File: config.mk
export PLATFORM = sky130hd
export DESIGN_NAME = mem_arbiter
export DESIGN_NICKNAME = d
export VERILOG_FILES = /design/src/rtl/mem_arbiter.sv
export SDC_FILE = /design/constraint.sdc
export NUM_CORES = 1
export LEC_CHECK = 0
export CAP_MARGIN = 15
export CORE_MARGIN = 2
export CORE_UTILIZATION = 33
export DETAILED_ROUTE_END_ITERATION = 8
export PLACE_DENSITY_LB_ADDON = 0.05
export SLEW_MARGIN = 20
export SYNTH_ARGS = -nofsm -noshare
export SYNTH_HDL_FRONTEND = slang
export SYNTH_SLANG_ARGS = --single-unit
File: constraint.sdc
create_clock -name clk -period 5.2 [get_ports clk]
set_clock_uncertainty 0.2 [all_clocks]
set_input_delay 0.78 -clock clk [delete_from_list [all_inputs] [get_ports clk]]
set_output_delay 0.78 -clock clk [all_outputs]
set_load 0.01 [all_outputs]
File: src/rtl/mem_arbiter.sv
// ---------------------------------------------------------------------------
// mem_arbiter
//
// Shares one byte-wide synchronous RAM port between the instruction fetcher
// and the load/store buffer (LSB). Word fetches and 1/2/4-byte loads/stores
// are broken into byte transfers. Read bytes are assembled little-endian.
// The fetcher and LSB are arbitrated round-robin. A ROB flush drops reads in
// flight. I/O-space stores stall while the host output buffer is full.
//
// Ports
//   clk, rst                  clock, synchronous active-high reset
//   is_exception_from_rob     flush: aborts fetch/load, blocks new reads
//   is_request_from_fetcher   level request, 4-byte read at pc_from_fetcher
//   is_done_to_fetcher        1-cycle pulse, instr_to_fetcher valid
//   is_request_from_lsb       level request, load or store
//   is_write_from_lsb         1 = store, 0 = load
//   addr_from_lsb             base address
//   size_from_lsb             1, 2 or 4 bytes; other values mean 4
//   data_from_lsb             store data, byte k at bits [8k+7:8k]
//   is_done_to_lsb            1-cycle pulse, load data valid / store done
//   data_to_lsb               zero-extended load data
//   mem_din/mem_dout/mem_a/mem_wr  RAM port (read data is returned one
//                             cycle after its address)
//   io_buffer_full            host buffer full, stalls I/O stores
//   fsm_state                 current FSM state, for observation only
//
// Handshake: a requester raises its request and holds it, with stable
// address/size/data, until it sees its done pulse. The request is ignored
// in the cycle its done is high, so dropping it in that cycle is safe.
// Address, size and store data are latched at the grant edge.
// ---------------------------------------------------------------------------
module mem_arbiter #(
    parameter int         AddrWidth = 32,
    parameter logic [1:0] IoSpace   = 2'b11
) (
    input  logic                 clk,
    input  logic                 rst,
    input  logic                 is_exception_from_rob,
    input  logic                 is_request_from_fetcher,
    input  logic [AddrWidth-1:0] pc_from_fetcher,
    output logic                 is_done_to_fetcher,
    output logic [31:0]          instr_to_fetcher,
    input  logic                 is_request_from_lsb,
    input  logic                 is_write_from_lsb,
    input  logic [AddrWidth-1:0] addr_from_lsb,
    input  logic [2:0]           size_from_lsb,
    input  logic [31:0]          data_from_lsb,
    output logic                 is_done_to_lsb,
    output logic [31:0]          data_to_lsb,
    input  logic [7:0]           mem_din,
    output logic [7:0]           mem_dout,
    output logic [AddrWidth-1:0] mem_a,
    output logic                 mem_wr,
    input  logic                 io_buffer_full,
    output logic [1:0]           fsm_state
);

    typedef enum logic [1:0] {
        IDLE  = 2'd0,
        FETCH = 2'd1,
        LOAD  = 2'd2,
        STORE = 2'd3
    } state_t;

    state_t               state_q, state_d;
    logic [AddrWidth-1:0] base_q;
    logic [2:0]           cnt_q;       // byte index, 0..4
    logic [2:0]           size_q;      // byte count N of current transfer
    logic [31:0]          asm_q;       // read assembly buffer
    logic [31:0]          wdata_q;     // latched store data
    logic                 last_grant_q; // 1 = LSB was granted last
    logic                 done_fetch_q;
    logic                 done_lsb_q;
    logic [31:0]          instr_q;
    logic [31:0]          data_lsb_q;

    logic                 fetch_req;
    logic                 lsb_req;
    logic                 grant_lsb;
    logic                 grant_fetch;
    logic [2:0]           lsb_size;
    logic                 io_hold;
    logic                 store_last;
    logic                 read_last;
    logic [31:0]          capture_word;
    logic [7:0]           store_byte;

    // ------------------------------------------------------------------
    // Request qualification and arbitration
    // ------------------------------------------------------------------
    // A flush at the grant edge blocks reads only; stores reaching this
    // block are already committed and must proceed.
    assign fetch_req = is_request_from_fetcher && !done_fetch_q && !is_exception_from_rob;
    assign lsb_req   = is_request_from_lsb && !done_lsb_q &&
                       !(is_exception_from_rob && !is_write_from_lsb);

    // Round-robin tie break: LSB wins unless it was the last one granted.
    assign grant_lsb   = (state_q == IDLE) && lsb_req && (!fetch_req || !last_grant_q);
    assign grant_fetch = (state_q == IDLE) && fetch_req && !grant_lsb;

    always_comb begin
        case (size_from_lsb)
            3'd1:    lsb_size = 3'd1;
            3'd2:    lsb_size = 3'd2;
            default: lsb_size = 3'd4;
        endcase
    end

    // ------------------------------------------------------------------
    // Transfer bookkeeping
    // ------------------------------------------------------------------
    assign io_hold    = (state_q == STORE) && (base_q[17:16] == IoSpace) && io_buffer_full;
    assign store_last = (cnt_q == size_q - 3'd1) && !io_hold;
    // Reads run N address cycles plus one trailing capture cycle, so the
    // transfer ends when cnt reaches N rather than N-1.
    assign read_last  = (cnt_q == size_q);

    // The byte returned now belongs to the address issued last cycle,
    // i.e. byte index cnt-1.
    always_comb begin
        capture_word = asm_q;
        case (cnt_q)
            3'd1:    capture_word[7:0]   = mem_din;
            3'd2:    capture_word[15:8]  = mem_din;
            3'd3:    capture_word[23:16] = mem_din;
            3'd4:    capture_word[31:24] = mem_din;
            default: capture_word = asm_q;
        endcase
    end

    always_comb begin
        case (cnt_q[1:0])
            2'd0:    store_byte = wdata_q[7:0];
            2'd1:    store_byte = wdata_q[15:8];
            2'd2:    store_byte = wdata_q[23:16];
            default: store_byte = wdata_q[31:24];
        endcase
    end

    // ------------------------------------------------------------------
    // FSM: state register
    // ------------------------------------------------------------------
    always_ff @(posedge clk) begin
        if (rst) begin
            state_q <= IDLE;
        end else begin
            state_q <= state_d;
        end
    end

    // ------------------------------------------------------------------
    // FSM: next state and RAM port outputs
    // ------------------------------------------------------------------
    always_comb begin
        state_d  = state_q;
        mem_a    = '0;
        mem_wr   = 1'b0;
        mem_dout = 8'h00;
        case (state_q)
            IDLE: begin
                if (grant_lsb) begin
                    state_d = is_write_from_lsb ? STORE : LOAD;
                end else if (grant_fetch) begin
                    state_d = FETCH;
                end
            end
            FETCH, LOAD: begin
                if (cnt_q < size_q) begin
                    mem_a = base_q + AddrWidth'(cnt_q);
                end
                if (is_exception_from_rob || read_last) begin
                    state_d = IDLE;
                end
            end
            STORE: begin
                mem_a    = base_q + AddrWidth'(cnt_q);
                mem_dout = store_byte;
                mem_wr   = !io_hold;
                if (store_last) begin
                    state_d = IDLE;
                end
            end
            default: state_d = IDLE;
        endcase
    end

    // ------------------------------------------------------------------
    // Datapath registers
    // ------------------------------------------------------------------
    always_ff @(posedge clk) begin
        if (rst) begin
            base_q       <= '0;
            cnt_q        <= 3'd0;
            size_q       <= 3'd4;
            asm_q        <= 32'h0;
            wdata_q      <= 32'h0;
            last_grant_q <= 1'b0;
            done_fetch_q <= 1'b0;
            done_lsb_q   <= 1'b0;
            instr_q      <= 32'h0;
            data_lsb_q   <= 32'h0;
        end else begin
            done_fetch_q <= 1'b0;
            done_lsb_q   <= 1'b0;
            case (state_q)
                IDLE: begin
                    cnt_q <= 3'd0;
                    if (grant_lsb) begin
                        base_q       <= addr_from_lsb;
                        size_q       <= lsb_size;
                        wdata_q      <= data_from_lsb;
                        asm_q        <= 32'h0;
                        last_grant_q <= 1'b1;
                    end else if (grant_fetch) begin
                        base_q       <= pc_from_fetcher;
                        size_q       <= 3'd4;
                        asm_q        <= 32'h0;
                        last_grant_q <= 1'b0;
                    end
                end
                FETCH, LOAD: begin
                    if (is_exception_from_rob) begin
                        cnt_q <= 3'd0;
                    end else begin
                        if (cnt_q != 3'd0) begin
                            asm_q <= capture_word;
                        end
                        if (read_last) begin
                            cnt_q <= 3'd0;
                            if (state_q == FETCH) begin
                                done_fetch_q <= 1'b1;
                                instr_q      <= capture_word;
                            end else begin
                                done_lsb_q <= 1'b1;
                                data_lsb_q <= capture_word;
                            end
                        end else begin
                            cnt_q <= cnt_q + 3'd1;
                        end
                    end
                end
                STORE: begin
                    // cnt is frozen while an I/O store is held off.
                    if (!io_hold) begin
                        if (store_last) begin
                            cnt_q      <= 3'd0;
                            done_lsb_q <= 1'b1;
                        end else begin
                            cnt_q <= cnt_q + 3'd1;
                        end
                    end
                end
                default: cnt_q <= 3'd0;
            endcase
        end
    end

    assign is_done_to_fetcher = done_fetch_q;
    assign instr_to_fetcher   = instr_q;
    assign is_done_to_lsb     = done_lsb_q;
    assign data_to_lsb        = data_lsb_q;
    assign fsm_state          = state_q;

endmodule

==> flow_summary.yaml, run 1 <==
drt:
  drt-initial-drc-count: 525
  vias: 7403
  firstDrtPassIters: 5
  drt-wirelength-per-cell_um: 16.9
  drc: 0
  wirelength_um: 24700
  post_drt_via_cell_ratio: 5.07
  antenna_left: 0
final_layout:
  instances_no_fill: 1459
  antennaDiodeCount: 0
  fin_util: 0.463
  area_growth_pct: 37.0
  num-nets-final: 1259
  regArea_sq_um: 3420
  drive_gt1_frac: 0.0526
  final_area_sq_um: 10900
  multi_input_area_sq_um: 4180
  num-fill-cells: 2401
sta:
  fmax_mhz: 226
  slew_headroom: 0.289
  hold_viol: 0
  period_minus_slack_ns: 4.43
  timing.setup.tns_ns: 0
  drv_slew: 0
  fin_ws_ns: 0.770
  setup_viol: 0
  rsz0062_at_grt: "false"
  worst_pin_slew_ns: 1.07
  timing.final.crit_share: 0.852
floorplanning:
  num_rows: 56
  core_sq_um: 23600
  pin_count: 223
  die_w_um: 160
  initial_core_util: 0.338
  dieArea_sq_um: 25500
  dieHeight_um: 160
yosys:
  syn_nets: 1091
  synthCells: 959
  ys_seq_elements: 171
  seq_area_frac_synth: 0.429
  synthMuxAreaShare: 0.0429
  synthFlopType: "dfxtp_1"
  synth_area_sq_um: 7980
  synth_edf_count: 0
  synth_xor_area_frac: 0.0337
  synth-compound-area-share: 0.193
  async_flop_share: 0
  synth_top_family_by_area: "simple AND/OR/NAND/NOR gates"
  ys_warn_count: 0
  ys_types: 56
  synthSimpleGateAreaFrac: 0.224
  synthAdderAreaFrac: 0.0291
  synth.avg_cell_area_sq_um: 8.33
place:
  placed_cell_area_sq_um: 10400
  placed_cells: 1427
  preCtsSetupSlack_ns: 1.17
  hpwl_um: 16700
  port_buffers: 222
  place_congestion: 0.765
worst_setup_path:
  crit_path_start_kind: "register"
  reg2reg_depth: 7
  r2r_setup_slack_ns: 2.00
  setup.worst_path.class: "register to output port"
  r2r_end: "asm_q[23]"
  crit_required_ns: 4.22
  crit_start: "fsm_state[0]"
  setup.worst_path.end_class: "output port"
  path_max_fanout: 33
  worst-endpoint-arrival_ns: 3.45
  r2r_start: "fsm_state[0]"
cts:
  cts_tree: "built"
  postCtsSetupBuffers: 0
  h-tree-depth: 4
  clk-insertion-delay-late_ns: 0.42
  numCtsBuffers: 17
  cts_max_path_buffers: 2
  ctsResizeCount: 0
  cts.sinks: 171
  cts-root-buf: "clkbuf_16"
  hold_buffers: 0
  cts.clk_slew.worst_paths_ns: 0.07
flow_run:
  maxCapViolations: 0
min_path:
  hp-class: "register to register"
  min_from: "wdata_q[18]"
  min_to: "wdata_q[18]"
  whs_path_depth: 2
power_and_ir_drop:
  p_per_area_nw_per_um2: 338
  p_leak_nw: 3.69
  ir_drop_mv: 0.214
global_route:
  antenna_found_initial: 0
  grt_max_degree: 95
  overflow: 0
  grt_usage: 0.190
  first_global_vias: 6972
  grt_pass1_wl_um: 39000
run_status:
  status: "completed"
## sequential cells by signal, indices dropped and copies added (netlist names), 2 cells and up
signal            cells
data_to_lsb          32
asm_q                32
fsm_state             2
size_q                3
cnt_q                 3
wdata_q              32
base_q               32
instr_to_fetcher     32
## layer usage
metal  share of wire  track usage  up-vias
li1                -            -     3727
met1            0.52        0.282     3438
met2            0.41        0.275      224
met3           0.062       0.0495       14
met4          0.0065       0.0372        0
met5               0            0        -
## synth_stat cells (all sizes together) (2+ instances only)
| library cell | instances | area [sq um] |
|---|---|---|
| buf | 29 | 144 |
| inv | 14 | 52.6 |
| xnor2 | 4 | 35.0 |
| mux2i | 32 | 320 |
| a222oi | 8 | 80.1 |
| ha | 17 | 213 |
| nor2 | 182 | 686 |
| nand4 | 12 | 81.3 |
| nor3b | 2 | 20.0 |
| a22oi | 8 | 60.1 |
| nor4b | 2 | 17.5 |
| or3 | 3 | 18.8 |
| o21ai | 10 | 50.1 |
| nand2b | 6 | 37.5 |
| a32oi | 24 | 210 |
| clkbuf | 51 | 193 |
| a311oi | 32 | 280 |
| nor2b | 8 | 50.1 |
| and2 | 2 | 13.8 |
| a211oi | 64 | 480 |
| o211a | 2 | 20.0 |
| mux2 | 2 | 22.5 |
| and4 | 3 | 26.3 |
| xor2 | 24 | 210 |
| a21o | 2 | 17.5 |
| and3 | 6 | 41.3 |
| nand3 | 22 | 115 |
| nor3 | 11 | 100 |
| dfxtp | 171 | 3420 |
| a21oi | 47 | 235 |
| nand2 | 145 | 544 |
## final cells by class
cell class	count	share of cell area
Clock buffer	18	0.0401
Timing Repair Buffer	229	0.210
Inverter	14	0.00480
Tap cell	319	0.0365
Multi-Input combinational cell	694	0.382
Clock inverter	14	0.0135
Sequential cell	171	0.313
## cell usage in the layout (no fill, tap or decap), types with 8 or more instances in the layout
cell / netlist / final
clkdlybuf4s50_1: 0 / 221
nor2_1: 181 / 181
dfxtp_1: 171 / 171
nand2_1: 145 / 145
a211oi_1: 64 / 64
a21oi_1: 47 / 47
mux2i_1: 32 / 32
a311oi_1: 32 / 32
xor2_1: 24 / 24
a32oi_1: 24 / 24
nand3_1: 21 / 21
ha_1: 17 / 17
clkbuf_16: 0 / 17
inv_1: 14 / 14
nand4_1: 11 / 11
o21ai_0: 10 / 10
a222oi_1: 8 / 8
nor2b_1: 8 / 8
a22oi_1: 8 / 8
## through the flow
step | hold slack (ns) | power, mW
6_report | 0.256 | 3.70
3_5_place_dp | 0.246 | 2.47
5_1_grt | 0.272 | 3.90
4_1_cts | 0.257 | 3.74
2_1_floorplan | 0.236 | 2.11
3_3_place_gp | 0.242 | 2.47
## how the worst max path moves through the flow
stage / to / cells after the start / slack [ns]
after floorplan: mem_a[26] / 8 / 2.13
after detailed placement: mem_a[2] / 6 / 1.17
after global placement: mem_a[2] / 6 / 1.31
after global routing: mem_a[2] / 6 / 0.55
final: mem_a[2] / 6 / 0.77
after CTS: mem_a[2] / 6 / 0.71
## critical path: stages (launching register included)
cell	delay (ns)
dfxtp_1	0.41
inv_1	0.10
ha_1	1.00
nand3b_1	0.14
a21o_2	0.46
nor3_1	0.31
clkdlybuf4s50_1	0.59
## cell families after synthesis
family / Yosys count
AND/OR/NAND/NOR: 407
AO/OA/AOI/OAI: 206
flip-flops: 171
buffers and inverters: 94
multiplexers: 34
XOR/XNOR: 29
adder cells (fa/ha/maj): 18
## power breakdown
part / switching, mW / internal (mW)
registers: 0.106 / 1.42
logic: 0.552 / 0.353
clock network: 0.609 / 0.655
(Power assumes the default switching activity.)
==> run 2, diff against run 1 <==
- clock period: 5.2 -> 4 ns (I/O delays scaled with it)
==> run 2 against run 1 <==
Against the previous run: hold slack gained 0.0027 ns; largest cell class unchanged; non-clock buffer count grew 12; design area rose by 0.89%; global-route usage increased by 0.60 points; largest power group unchanged; critical endpoint is now mem_a[31]; highest routed layer unchanged; die area stayed put.
==> flow_summary.yaml, run 2 (same netlist as run 1, synthesis figures left out) <==
run_status:
  status: "completed"
power_and_ir_drop:
  p_leak_nw: 3.77
  p_per_area_nw_per_um2: 441
  ir_drop_mv: 0.267
cts:
  cts.clk_slew.worst_paths_ns: 0.07
  cts_max_path_buffers: 2
  numCtsBuffers: 17
  cts-root-buf: "clkbuf_16"
  cts_tree: "built"
  hold_buffers: 0
  cts.sinks: 171
  h-tree-depth: 4
  clk-insertion-delay-late_ns: 0.43
place:
  place_congestion: 0.776
  placed_cells: 1438
  hpwl_um: 17100
  port_buffers: 222
final_layout:
  final_cell_mix: "220 x clkdlybuf4s50_1, 181 x nor2_1, 169 x dfxtp_1, 145 x nand2_1, 64 x a211oi_1"
  antennaDiodeCount: 0
  area_growth_pct: 38.3
  instances_no_fill: 1471
  drive_gt1_frac: 0.0651
  layout_commonest_cell: "clkdlybuf4s50_1"
  num-nets-final: 1271
  num-fill-cells: 2383
global_route:
  first_global_vias: 7254
  grt_max_degree: 85
  antenna_found_initial: 1
  overflow: 0
  grt_usage: 0.196
  grt_pass1_wl_um: 40100
worst_setup_path:
  setup.worst_path.class: "register to output port"
  slowest_delay_ns: 0.55
  worst-endpoint-arrival_ns: 3.04
  crit_chain: "ha_1, and3_2, a32o_1, nand3_1, or3_1, a21oi_1, clkdlybuf4s50_1"
  critPathTopFamily: "simple AND/OR/NAND/NOR gates"
  setup.worst_path.end_class: "output port"
  crit_required_ns: 3.20
  crit_path_start_kind: "register"
  cp_slowest_cell: "clkdlybuf4s50_1"
  path_max_fanout: 11
  path_buf_inv: 1
floorplanning:
  num_rows: 56
  die_w_um: 160
  pin_count: 223
  initial_core_util: 0.338
  dieHeight_um: 160
  dieArea_sq_um: 25500
  core_sq_um: 23600
drt:
  firstDrtPassIters: 5
  post_drt_via_cell_ratio: 5.08
  drc: 0
  wirelength_um: 25200
  drt-initial-drc-count: 475
  antenna_left: 0
  vias: 7467
  drt-wirelength-per-cell_um: 17.1
sta:
  worst_pin_slew_ns: 0.992
  period_minus_slack_ns: 3.84
  slew_headroom: 0.339
  drv_slew: 0
  hold_viol: 0
  timing.setup.tns_ns: 0
  fmax_mhz: 260
  timing.final.crit_share: 0.961
  setup_viol: 0
flow_run:
  maxCapViolations: 0
min_path:
  hp-class: "register to register"
-- run 2: area by class of cell --
| cell class | instances | area, sq um | share of cell area |
|---|---|---|---|
| timing repair buffer | 241 | 2380 | 0.215 |
| sequential | 171 | 3430 | 0.310 |
| clock buffer | 17 | 425 | 0.0385 |
| tap | 319 | 399 | 0.0362 |
| inverter | 14 | 52.6 | 0.00476 |
| clock inverter | 15 | 174 | 0.0158 |
| multi-input combinational | 694 | 4190 | 0.379 |
-- run 2: timing repair --
item                       in CTS  in global routing
hold endpoints to repair        0                  0
setup buffers                   0                  1
setup endpoints to repair       0                 10
resized for setup               0                  4
-- run 2: where the power goes --
| group | internal, mW | leakage [nW] | total [mW] | switching, mW |
|---|---|---|---|---|
| Sequential | 1.85 | 1.39 | 1.99 | 0.144 |
| Clock | 0.894 | 0.296 | 1.69 | 0.794 |
| Combinational | 0.469 | 2.09 | 1.19 | 0.721 |
| Total | 3.21 | 3.77 | 4.87 | 1.66 |
-- run 2: tightest hold or removal path: cells and delay by family (launching register included) --
family          cells  cell delay [ns]
flops               1             0.31
simple gates        1             0.05
compound gates      1             0.05
-- run 2: final timing paths --
| check | slack (ns) | cells after the start | end | start |
|---|---|---|---|---|
| hold reg to reg | 0.26 | 2 | wdata_q[21] | wdata_q[21] |
| setup reg to reg | 1.15 | 6 | asm_q[18] | cnt_q[1] |
| setup / recovery | 0.16 | 7 | mem_a[31] | cnt_q[2] |
| hold / removal | 0.26 | 2 | wdata_q[21] | wdata_q[21] |
-- run 2: metal layers --
layer  share of wire  up-vias  wire [um]  global-route usage
met2            0.42      209      10700               0.290
met4          0.0099        0        250              0.0496
met3           0.063       21       1570              0.0505
li1                -     3751          -                   -
met1            0.50     3486      12700               0.283
met5               0        -          0                   0
-- run 2: metrics by stage --
stage | util | setup WS (ns) | cell area, sq um | hold WS, ns | total power [mW]
floorplan | - | 1.11 | 7980 | 0.236 | 2.74
global placement | 0.442 | 0.553 | 10400 | 0.244 | 3.23
detailed placement | 0.442 | 0.476 | 10400 | 0.247 | 3.22
CTS | 0.467 | 0.00584 | 11000 | 0.258 | 4.94
global route | 0.468 | -0.00301 | 11000 | 0.272 | 5.15
finish | 0.468 | 0.155 | 11000 | 0.259 | 4.87
